$ cat config.mk
export PLATFORM = sky130hd
export DESIGN_NAME = switch_scheduler
export DESIGN_NICKNAME = d
export VERILOG_FILES = /design/src/rtl/switch_scheduler.sv
export SDC_FILE = /design/constraint.sdc
export NUM_CORES = 1
export LEC_CHECK = 0
export ABC_CLOCK_PERIOD_IN_PS = 5000
export CAP_MARGIN = 10
export CELL_PAD_IN_SITES_DETAIL_PLACEMENT = 1
export CELL_PAD_IN_SITES_GLOBAL_PLACEMENT = 2
export CORE_UTILIZATION = 28
export DETAILED_ROUTE_END_ITERATION = 7
export GPL_TIMING_DRIVEN = 0
export PLACE_DENSITY_LB_ADDON = 0.1
export SLEW_MARGIN = 20
export SYNTH_ARGS = -nofsm -noshare
export SYNTH_HDL_FRONTEND = slang
export SYNTH_SLANG_ARGS = --single-unit
$ cat constraint.sdc
create_clock -name clk -period 5 [get_ports clk]
set_input_delay 1.25 -clock clk [delete_from_list [all_inputs] [get_ports clk]]
set_output_delay 1.25 -clock clk [all_outputs]
set_load 0.05 [all_outputs]
$ cat src/rtl/switch_scheduler.sv
// -----------------------------------------------------------------------------
// switch_scheduler
//
// Output scheduler for the packet switch. Each round it reads the head packet
// of every input RAM and routes it to the output RAM write port named by the
// packet's destination field. Each output has its own round-robin arbiter, so
// two inputs never write the same output in the same round. Packets addressed
// to a port that does not exist are consumed and counted.
//
// Round timing (FSM IDLE -> FETCH -> ARB -> FETCH -> ARB ...):
//   FETCH : in_rden is high and in_rd_add is stable; the RAMs return the data.
//   ARB   : in_data is valid; arbitration runs and all results are registered.
//   The write pulse for a round is visible in the cycle after ARB.
//
// Handshake: there is no backpressure. The input RAM is a plain synchronous
// RAM (data valid one cycle after in_rden). The output RAM accepts a word
// whenever out_wr[o] is high for one cycle; out_data[o] is meaningful only in
// that cycle and otherwise holds its last written value.
//
// Ports:
//   clk        : clock, all logic on the rising edge
//   reset      : synchronous, active-high, dominant over every other input
//   enable     : scheduling enable, sampled only in IDLE and FETCH
//   in_data    : input RAM read data, port i at [i*DATA_W +: DATA_W]
//   in_wr_add  : input RAM write pointers (next free address), per port
//   in_rd_add  : input RAM read addresses, per port
//   in_rden    : input RAM read enables
//   out_wr     : output RAM write strobes, one-cycle pulses
//   out_data   : output RAM write data, port o at [o*DATA_W +: DATA_W]
//   drop_count : saturating count of packets with an invalid destination
//   busy       : high while in FETCH or ARB
//   state_dbg  : current FSM state (IDLE=0, FETCH=1, ARB=2), for debug
// -----------------------------------------------------------------------------
module switch_scheduler #(
    parameter int NUM_PORTS = 3,
    parameter int DATA_W    = 32,
    parameter int ADDR_W    = 12,
    parameter int DEST_W    = 3,
    parameter int CNT_W     = 16
) (
    input  logic                          clk,
    input  logic                          reset,
    input  logic                          enable,
    input  logic [NUM_PORTS*DATA_W-1:0]   in_data,
    input  logic [NUM_PORTS*ADDR_W-1:0]   in_wr_add,
    output logic [NUM_PORTS*ADDR_W-1:0]   in_rd_add,
    output logic [NUM_PORTS-1:0]          in_rden,
    output logic [NUM_PORTS-1:0]          out_wr,
    output logic [NUM_PORTS*DATA_W-1:0]   out_data,
    output logic [CNT_W-1:0]              drop_count,
    output logic                          busy,
    output logic [1:0]                    state_dbg
);

    localparam int PTR_W  = $clog2(NUM_PORTS);
    localparam int DROP_W = $clog2(NUM_PORTS + 1);
    // Port count widened to DEST_W+1 bits so the range check cannot overflow.
    localparam logic [DEST_W:0] NUM_PORTS_D = (DEST_W + 1)'(NUM_PORTS);

    typedef enum logic [1:0] {
        IDLE  = 2'd0,
        FETCH = 2'd1,
        ARB   = 2'd2
    } state_t;

    state_t           state;
    logic [PTR_W-1:0] rr_ptr [NUM_PORTS];

    assign state_dbg = state;

    // ------------------------------------------------------------------
    // Arbitration datapath (only its results in ARB are ever registered)
    // ------------------------------------------------------------------
    logic [ADDR_W-1:0] rd_ptr     [NUM_PORTS];
    logic [ADDR_W-1:0] rd_inc     [NUM_PORTS];
    logic [DATA_W-1:0] word       [NUM_PORTS];
    logic [DEST_W-1:0] dest       [NUM_PORTS];
    logic [NUM_PORTS-1:0] nonempty;
    logic [NUM_PORTS-1:0] invalid;
    logic [NUM_PORTS-1:0] consumed;
    logic [NUM_PORTS-1:0] grant;
    logic [DATA_W-1:0] grant_data [NUM_PORTS];
    logic [PTR_W-1:0]  rr_next    [NUM_PORTS];
    logic [DROP_W-1:0] drop_num;
    logic [CNT_W:0]    drop_sum;
    logic [CNT_W-1:0]  drop_next;

    always_comb begin
        int               idx;
        logic [PTR_W-1:0] sel;

        idx       = 0;
        sel       = '0;
        nonempty  = '0;
        invalid   = '0;
        consumed  = '0;
        grant     = '0;
        drop_num  = '0;

        for (int i = 0; i < NUM_PORTS; i++) begin
            rd_ptr[i] = in_rd_add[i*ADDR_W +: ADDR_W];
            rd_inc[i] = rd_ptr[i] + ADDR_W'(1);
            word[i]   = in_data[i*DATA_W +: DATA_W];
            dest[i]   = word[i][DEST_W-1:0];
            // Inequality (not less-than) keeps wrapped pointers working.
            nonempty[i] = (rd_ptr[i] != in_wr_add[i*ADDR_W +: ADDR_W]);
            invalid[i]  = nonempty[i] && ({1'b0, dest[i]} >= NUM_PORTS_D);
            consumed[i] = invalid[i];
            drop_num    = drop_num + DROP_W'(invalid[i]);
        end

        // Per output: first requester at or after rr_ptr, scanning circularly.
        // An input has exactly one destination, so it can win at most one
        // output per round.
        for (int o = 0; o < NUM_PORTS; o++) begin
            grant_data[o] = '0;
            rr_next[o]    = rr_ptr[o];
            for (int k = 0; k < NUM_PORTS; k++) begin
                idx = int'(rr_ptr[o]) + k;
                if (idx >= NUM_PORTS) begin
                    idx = idx - NUM_PORTS;
                end
                sel = PTR_W'(idx);
                if (!grant[o] && nonempty[sel] && (dest[sel] == DEST_W'(o))) begin
                    grant[o]      = 1'b1;
                    grant_data[o] = word[sel];
                    rr_next[o]    = (idx == NUM_PORTS - 1) ? '0 : PTR_W'(idx + 1);
                    consumed[sel] = 1'b1;
                end
            end
        end

        // Several inputs may drop in one round; the counter saturates.
        drop_sum  = {1'b0, drop_count} + (CNT_W + 1)'(drop_num);
        drop_next = drop_sum[CNT_W] ? '1 : drop_sum[CNT_W-1:0];
    end

    // ------------------------------------------------------------------
    // FSM with registered outputs
    // ------------------------------------------------------------------
    always_ff @(posedge clk) begin
        if (reset) begin
            state      <= IDLE;
            in_rd_add  <= '0;
            in_rden    <= '0;
            out_wr     <= '0;
            out_data   <= '0;
            drop_count <= '0;
            busy       <= 1'b0;
            for (int o = 0; o < NUM_PORTS; o++) begin
                rr_ptr[o] <= '0;
            end
        end else begin
            // Write strobes are single-cycle; only ARB raises them.
            out_wr <= '0;
            case (state)
                IDLE: begin
                    if (enable) begin
                        state   <= FETCH;
                        in_rden <= '1;
                        busy    <= 1'b1;
                    end else begin
                        in_rden <= '0;
                        busy    <= 1'b0;
                    end
                end

                FETCH: begin
                    in_rden <= '0;
                    if (enable) begin
                        state <= ARB;
                        busy  <= 1'b1;
                    end else begin
                        state <= IDLE;
                        busy  <= 1'b0;
                    end
                end

                ARB: begin
                    // enable is ignored here so a round never completes partially.
                    state   <= FETCH;
                    in_rden <= '1;
                    busy    <= 1'b1;
                    for (int o = 0; o < NUM_PORTS; o++) begin
                        if (grant[o]) begin
                            out_wr[o]                      <= 1'b1;
                            out_data[o*DATA_W +: DATA_W]   <= grant_data[o];
                            rr_ptr[o]                      <= rr_next[o];
                        end
                    end
                    for (int i = 0; i < NUM_PORTS; i++) begin
                        if (consumed[i]) begin
                            in_rd_add[i*ADDR_W +: ADDR_W] <= rd_inc[i];
                        end
                    end
                    drop_count <= drop_next;
                end

                default: begin
                    state   <= IDLE;
                    in_rden <= '0;
                    busy    <= 1'b0;
                end
            endcase
        end
    end

endmodule

* Word-level counts from Yosys, hierarchy flattened *
Memory sizes are Yosys's and may differ from the RTL's.
Cells that the tools add are included.
W data, S select, Z words.

storage, ports and cells
  register bits = 157
  bits in latches = 0
  RAM bits = 6
  memory bits (read-only) = 0
  input port bits = 135
  output and inout bits = 157
  memories kept = 1

memory list
  name    words  width  rd ports  clocked after Yosys merged registers in  write ports  RTL line  RTL
  rr_ptr  3      2      3         0                                        3            67        logic [PTR_W-1:0] rr_ptr [NUM_PORTS];

operators by class
  add/subtract/negate cells = 30
  multiply operators = 0
  div/mod/pow operators = 0
  magnitude comparators = 39
  eq/ne operators = 21
  shift-type cells = 0
  mux-type cells = 169
  bitwise logic cells = 22
  reduce and logical (&&, ||, !) cells = 45

operator list
  operator                 number
  $mux W32                 36
  $bmux W32 S2             9
  $eq A32 B3 Y1 const B    9
  $mux W3                  28
  $bmux W3 S2              9
  $mux W2                  23
  $mux W1                  42
  $add A12 B1 Y12 const B  3
  $ne A12 B12 Y1           3
  $ge A3 B2 Y1 const B     9
  $ge A3 B3 Y1 const B     9
  $logic_and A1 B1 Y1      27
  $lt A2 B3 Y1 const B     9
  $not A2 Y3               9
  $or A3 B3 Y3             9
  $sub A3 B2 Y4 const B    6
  $add A2 B2 Y2 const B    9
  $bmux W1 S2              9
  $demux W1 S2             9
  $ge A2 B1 Y1 const B     9
  $add A16 B2 Y17          1
  $mux W16                 1
  $reduce_and A2 Y1        6
  $add A2 B1 Y3 const B    3
  19 further kinds         39

* Logic depth before layout (Yosys ltp) *
  depth after elaboration = 30
  depth in mapped cells = 15

* Worst setup path after synthesis *
Ideal clock, no wire load.

  path kind = input to register
  start point = input port in_wr_add[27]
  end point = register drop_count[12]
  library setup time = 0.128 ns
  arrival time = 4.008 ns
  required time = 4.872 ns
  setup slack = 0.865 ns
  cell stages on the path = 14
  buffers on the path = 0
  cells stage by stage = xor2_1 > nor4_2 > nand3_1 > nand2_1 > inv_1 > fa_1 > ha_1 > fa_1 > nand3_1 > nor2_1 > and3_1 > and3_1 > o21ai_0 > nor2_1

on the way
  word-level cells in the longest chain between the ends = 5

RTL lines
  element               RTL line  RTL
  from (decl)           45        input logic [NUM_PORTS*ADDR_W-1:0] in_wr_add,
  $ne A12 B12 Y1        106       nonempty[i] = (rd_ptr[i] != in_wr_add[i*ADDR_W +: ADDR_W]);
  $logic_and A1 B1 Y1   107       invalid[i] = nonempty[i] && ({1'b0, dest[i]} >= NUM_PORTS_D);
  $add A2 B1 Y2         109       drop_num = drop_num + DROP_W'(invalid[i]);
  $add A16 B2 Y17       134       drop_sum = {1'b0, drop_count} + (CNT_W + 1)'(drop_num);
  $mux W16              135       drop_next = drop_sum[CNT_W] ? '1 : drop_sum[CNT_W-1:0];
  to (signal assigned)  196       drop_count <= drop_next;
  to (decl)             50        output logic [CNT_W-1:0] drop_count,

No other way between the ends.
A chain may end at the register's enable or synchronous reset.

==> reports/results.txt <==
The run finished with clean final reports. The critical path starts at in_wr_add[15]. In this run the worst setup path terminates at rr_ptr[0][4].

Setup violations remaining at the end of the flow were counted as 0. For the reported max-cap violation count, the log shows 0. For this design the total switching power over the nets is 0.00159 W. Dominant register cell in the synthesized netlist: dfxtp_1.

Across the VDD grid, the largest voltage drop is 275 uV. The area taken by multi-input logic gates is 0.00979 sq mm. The run gives 0 as the number of warnings printed during yosys synthesis. After layout, the worst path uses 96.5% of the clock period. The tools report the root buffer selected by CTS as clkbuf_16. The count of input and output buffers was 232; the number of rows created at floorplan was 81.

The final-report hold violation count is 0. The share of total power dissipated in sequential elements is 33.2%. TritonCTS built the clock tree.

The tools report the area of the core region as 0.0492 sq mm. Pin placement for this block handled 292 I/O pins. STA classifies the critical path startpoint as an input port.

Total power divided by cell area: 222 mW/mm^2. Subtracting the final worst setup slack from the clock period gives 4.82 ns. The aggregate global-route resource usage is 30.1%. The startpoint identified for the worst register-to-register timing path is rr_ptr[0][0]. The number of hold buffers added after CTS was 0.

In this run the deepest clock path goes through 2 buffers. The mean number of vias per cell came out at 5.83. The worst hold path was traced through 2 stages. The number of flip-flops and latches in the synthesized netlist was 161. Setup repair after global routing left no endpoint under its margin.

For this run the aggregate overflow at the end of global routing stands at 0. Counting flops with a built-in enable in the synthesized netlist gives 6. In the routed design, unresolved DRC markers number 0.

Routability-driven placement finished with a final weighted congestion of 0.879. The average wire per cell in the routed design works out to 25.6 um. The detailed router's first-iteration violation count came out at 1526.

The number of clock buffers inserted by TritonCTS was 17; the sequential area share after synthesis was 23.4%. Across the routed clock network, the largest skew measured is 0.0188 ns. Across all register-to-register paths, the minimum setup slack is 0.41 ns. The register area was 0.00328 sq mm; the routed via count was 17.6k. Clock tree synthesis found a total of 161 sinks. In this run the horizontal extent of the chip is 226 um.

In this run the mean area of a mapped cell was 6.71 sq um. Fraction of final layout cells sized beyond drive strength 1: 3.27%. Summing internal, switching and leakage power gives 0.00396 W.

The logs give 18 for the pin count of the biggest net entering global routing and 6 for the initial antenna violation count. After technology mapping, the gate count stands at 2089. Once the floorplan was initialized, standard cells occupied 28.5% of the core. For the worst flop-to-flop path, the logic depth is 15. The maximum clock rate is 0.207 GHz. The die covers 0.0510 sq mm. Power share of the clock group: 34.7%. The placed cell count was 2986. The via count of the first global-routing pass was 17.7k; the number of distinct library cells after synthesis was 69.

Of the total power, the share spent switching nets is 40.3%. The tools report the final net count as 2495. For the maximum level of the CTS H-tree, the log shows 4. The fraction of registers with async set/reset was 0%; the number of nets with antenna violations after routing was 0.

The wire length of the first global-routing pass is 114000 um. The worst hold path belongs to the class reg -> reg. The first detailed-routing pass took 6 iterations. In the layout the commonest cells are a21oi_1 (361), nand2_1 (246), clkdlybuf4s50_1 (232), nor2_1 (223), clkbuf_1 (201). Synthesis produced a netlist with a net count of 2243.

Measured against its own limit, the worst slew margin works out to 25.3%. Clock-pin slew was measured on the worst setup and hold paths at 0.08 ns. The final max-slew violation count was 0.

For this design the static power due to leakage is 5.72 nW. The endpoint type of the worst setup path was a flop. Summed over all nets, the half-perimeter wirelength after detailed placement is 57600 um. Leaving out fill and tap cells, the most frequent cell in the layout is a21oi_1. For the worst setup path, the data required time is 5.23 ns. Per report_power, the combinational group accounts for 32.1% of the total.

For the pin with the worst max-slew slack, the measured transition is 1.12 ns. Data on the critical path arrives at its endpoint at 5.05 ns. The layout overhead on the synthesized area is 27.3%, and the vertical die dimension is 226 um. The maximum fanout along the worst path came out at 10. The mapped netlist covers 0.0140 sq mm. Cell internal power was estimated by the tool at 0.00236 W. The run gives 77300 um as the sum of routed wire length over all layers.

At the later pin of the worst-skew pair, clock insertion delay measures 0.51 ns. The critical path is of the in -> reg type. The tools report the critical register-to-register path endpoint as out_data[24]. Fill cells in the final layout number 6192. For this run, the number of standard cells in the final layout without fillers is 3022.
-- cell type report --
class                      instances  area share (%)
multi-input combinational       1664            54.9
clock inverter                    14           0.778
timing repair buffer             233            13.1
sequential                       161            18.4
tap                              664            4.65
inverter                          22           0.463
antenna                            4          0.0561
clock buffer                      18            2.40
buffer                           242            5.34
-- stage by stage --
step           hold WS [ns]  setup TNS, ns  setup slack [ns]  area [sq um]  utilization (%)
3_3_place_gp          0.416         -75.29            -0.884         17200             34.9
2_1_floorplan         0.647              0             0.865         14000                -
6_report              0.430              0             0.176         17800             36.3
5_1_grt               0.444              0            0.0289         17800             36.3
4_1_cts               0.432              0            0.0480         17800             36.2
3_5_place_dp          0.421         -57.10            -0.814         17200             35.0
-- Yosys cell counts, types with 24 or more instances --
| cell type | number | share of area (%) |
|---|---|---|
| a21oi_1 | 361 | 13 |
| nand2_1 | 246 | 6.6 |
| nor2_1 | 225 | 6.0 |
| clkbuf_1 | 202 | 5.4 |
| o21ai_0 | 185 | 6.6 |
| dfxtp_1 | 155 | 22 |
| nor2b_1 | 97 | 4.3 |
| mux2i_1 | 94 | 6.7 |
| a211oi_1 | 62 | 3.3 |
| xnor2_1 | 44 | 2.7 |
| a221oi_1 | 30 | 1.9 |
| o221ai_1 | 30 | 1.9 |
| o211ai_1 | 29 | 1.6 |
| a222oi_1 | 28 | 2.0 |
| nand3_1 | 28 | 1.0 |
| nor3_1 | 24 | 0.86 |
-- power groups by stage --
stage          clock [W]  combinational, W  sequential (W)
3_3_place_gp           0           0.00120         0.00134
2_1_floorplan          0          0.000716         0.00138
3_5_place_dp           0           0.00123         0.00134
6_report         0.00137           0.00127         0.00131
4_1_cts          0.00141           0.00124         0.00131
5_1_grt          0.00146           0.00136         0.00132
-- critical path, stage by stage --
cell	delay, ns
clkdlybuf4s50_1	0.47
xnor2_1	0.11
nand4_1	0.20
or3_1	0.50
buf_2	0.21
o311a_1	0.34
and2_1	0.16
buf_6	0.15
nor3b_4	0.50
nor3_1	0.16
nor2_4	0.34
buf_2	0.37
or2_2	0.27
-- per-layer routing --
layer  wire length (um)  vias to the layer above  GRT usage (%)
li1                   -                     7990              -
met1              34900                     8816           40.3
met2              34500                      688           47.1
met3               5260                      118           5.71
met4               2680                        8           12.7
met5                 57                        -              0
-- sequential cells by signal, indices dropped and copies added (netlist names) --
signal	count
out_data	96
in_rd_add	36
drop_count	16
rr_ptr	6
out_wr	3
state_dbg	2
busy	1
in_rden	1
-- worst min path at each step --
stage | slack [ns] | start | end
3_3_place_gp | 0.42 | out_data[33] | out_data[33]
2_1_floorplan | 0.65 | out_data[64] | out_data[64]
3_5_place_dp | 0.42 | out_data[33] | out_data[33]
4_1_cts | 0.43 | out_data[33] | out_data[33]
5_1_grt | 0.44 | out_data[33] | out_data[33]
6_report | 0.43 | out_data[33] | out_data[33]
-- repair_timing --
action | 4_1_cts | 5_1_grt
endpoints found under the setup margin | 19 | 67
resized for setup | 3 | 11
setup buffers | 0 | 0
-- cell families (layout without fill, tap and decap cells) --
logic type / count (synthesis) / count (layout) / share of synthesized area [%]
buffers and inverters: 264 / 529 / 7.37
AO/OA/AOI/OAI: 770 / 770 / 32.9
AND/OR/NAND/NOR: 713 / 713 / 23.5
flip-flops: 161 / 161 / 23.4
other: 0 / 4 / 0
multiplexers: 96 / 96 / 6.87
adder cells (fa/ha/maj): 19 / 19 / 1.80
XOR/XNOR: 66 / 66 / 4.12
Power figures use the tool's default switching activity.
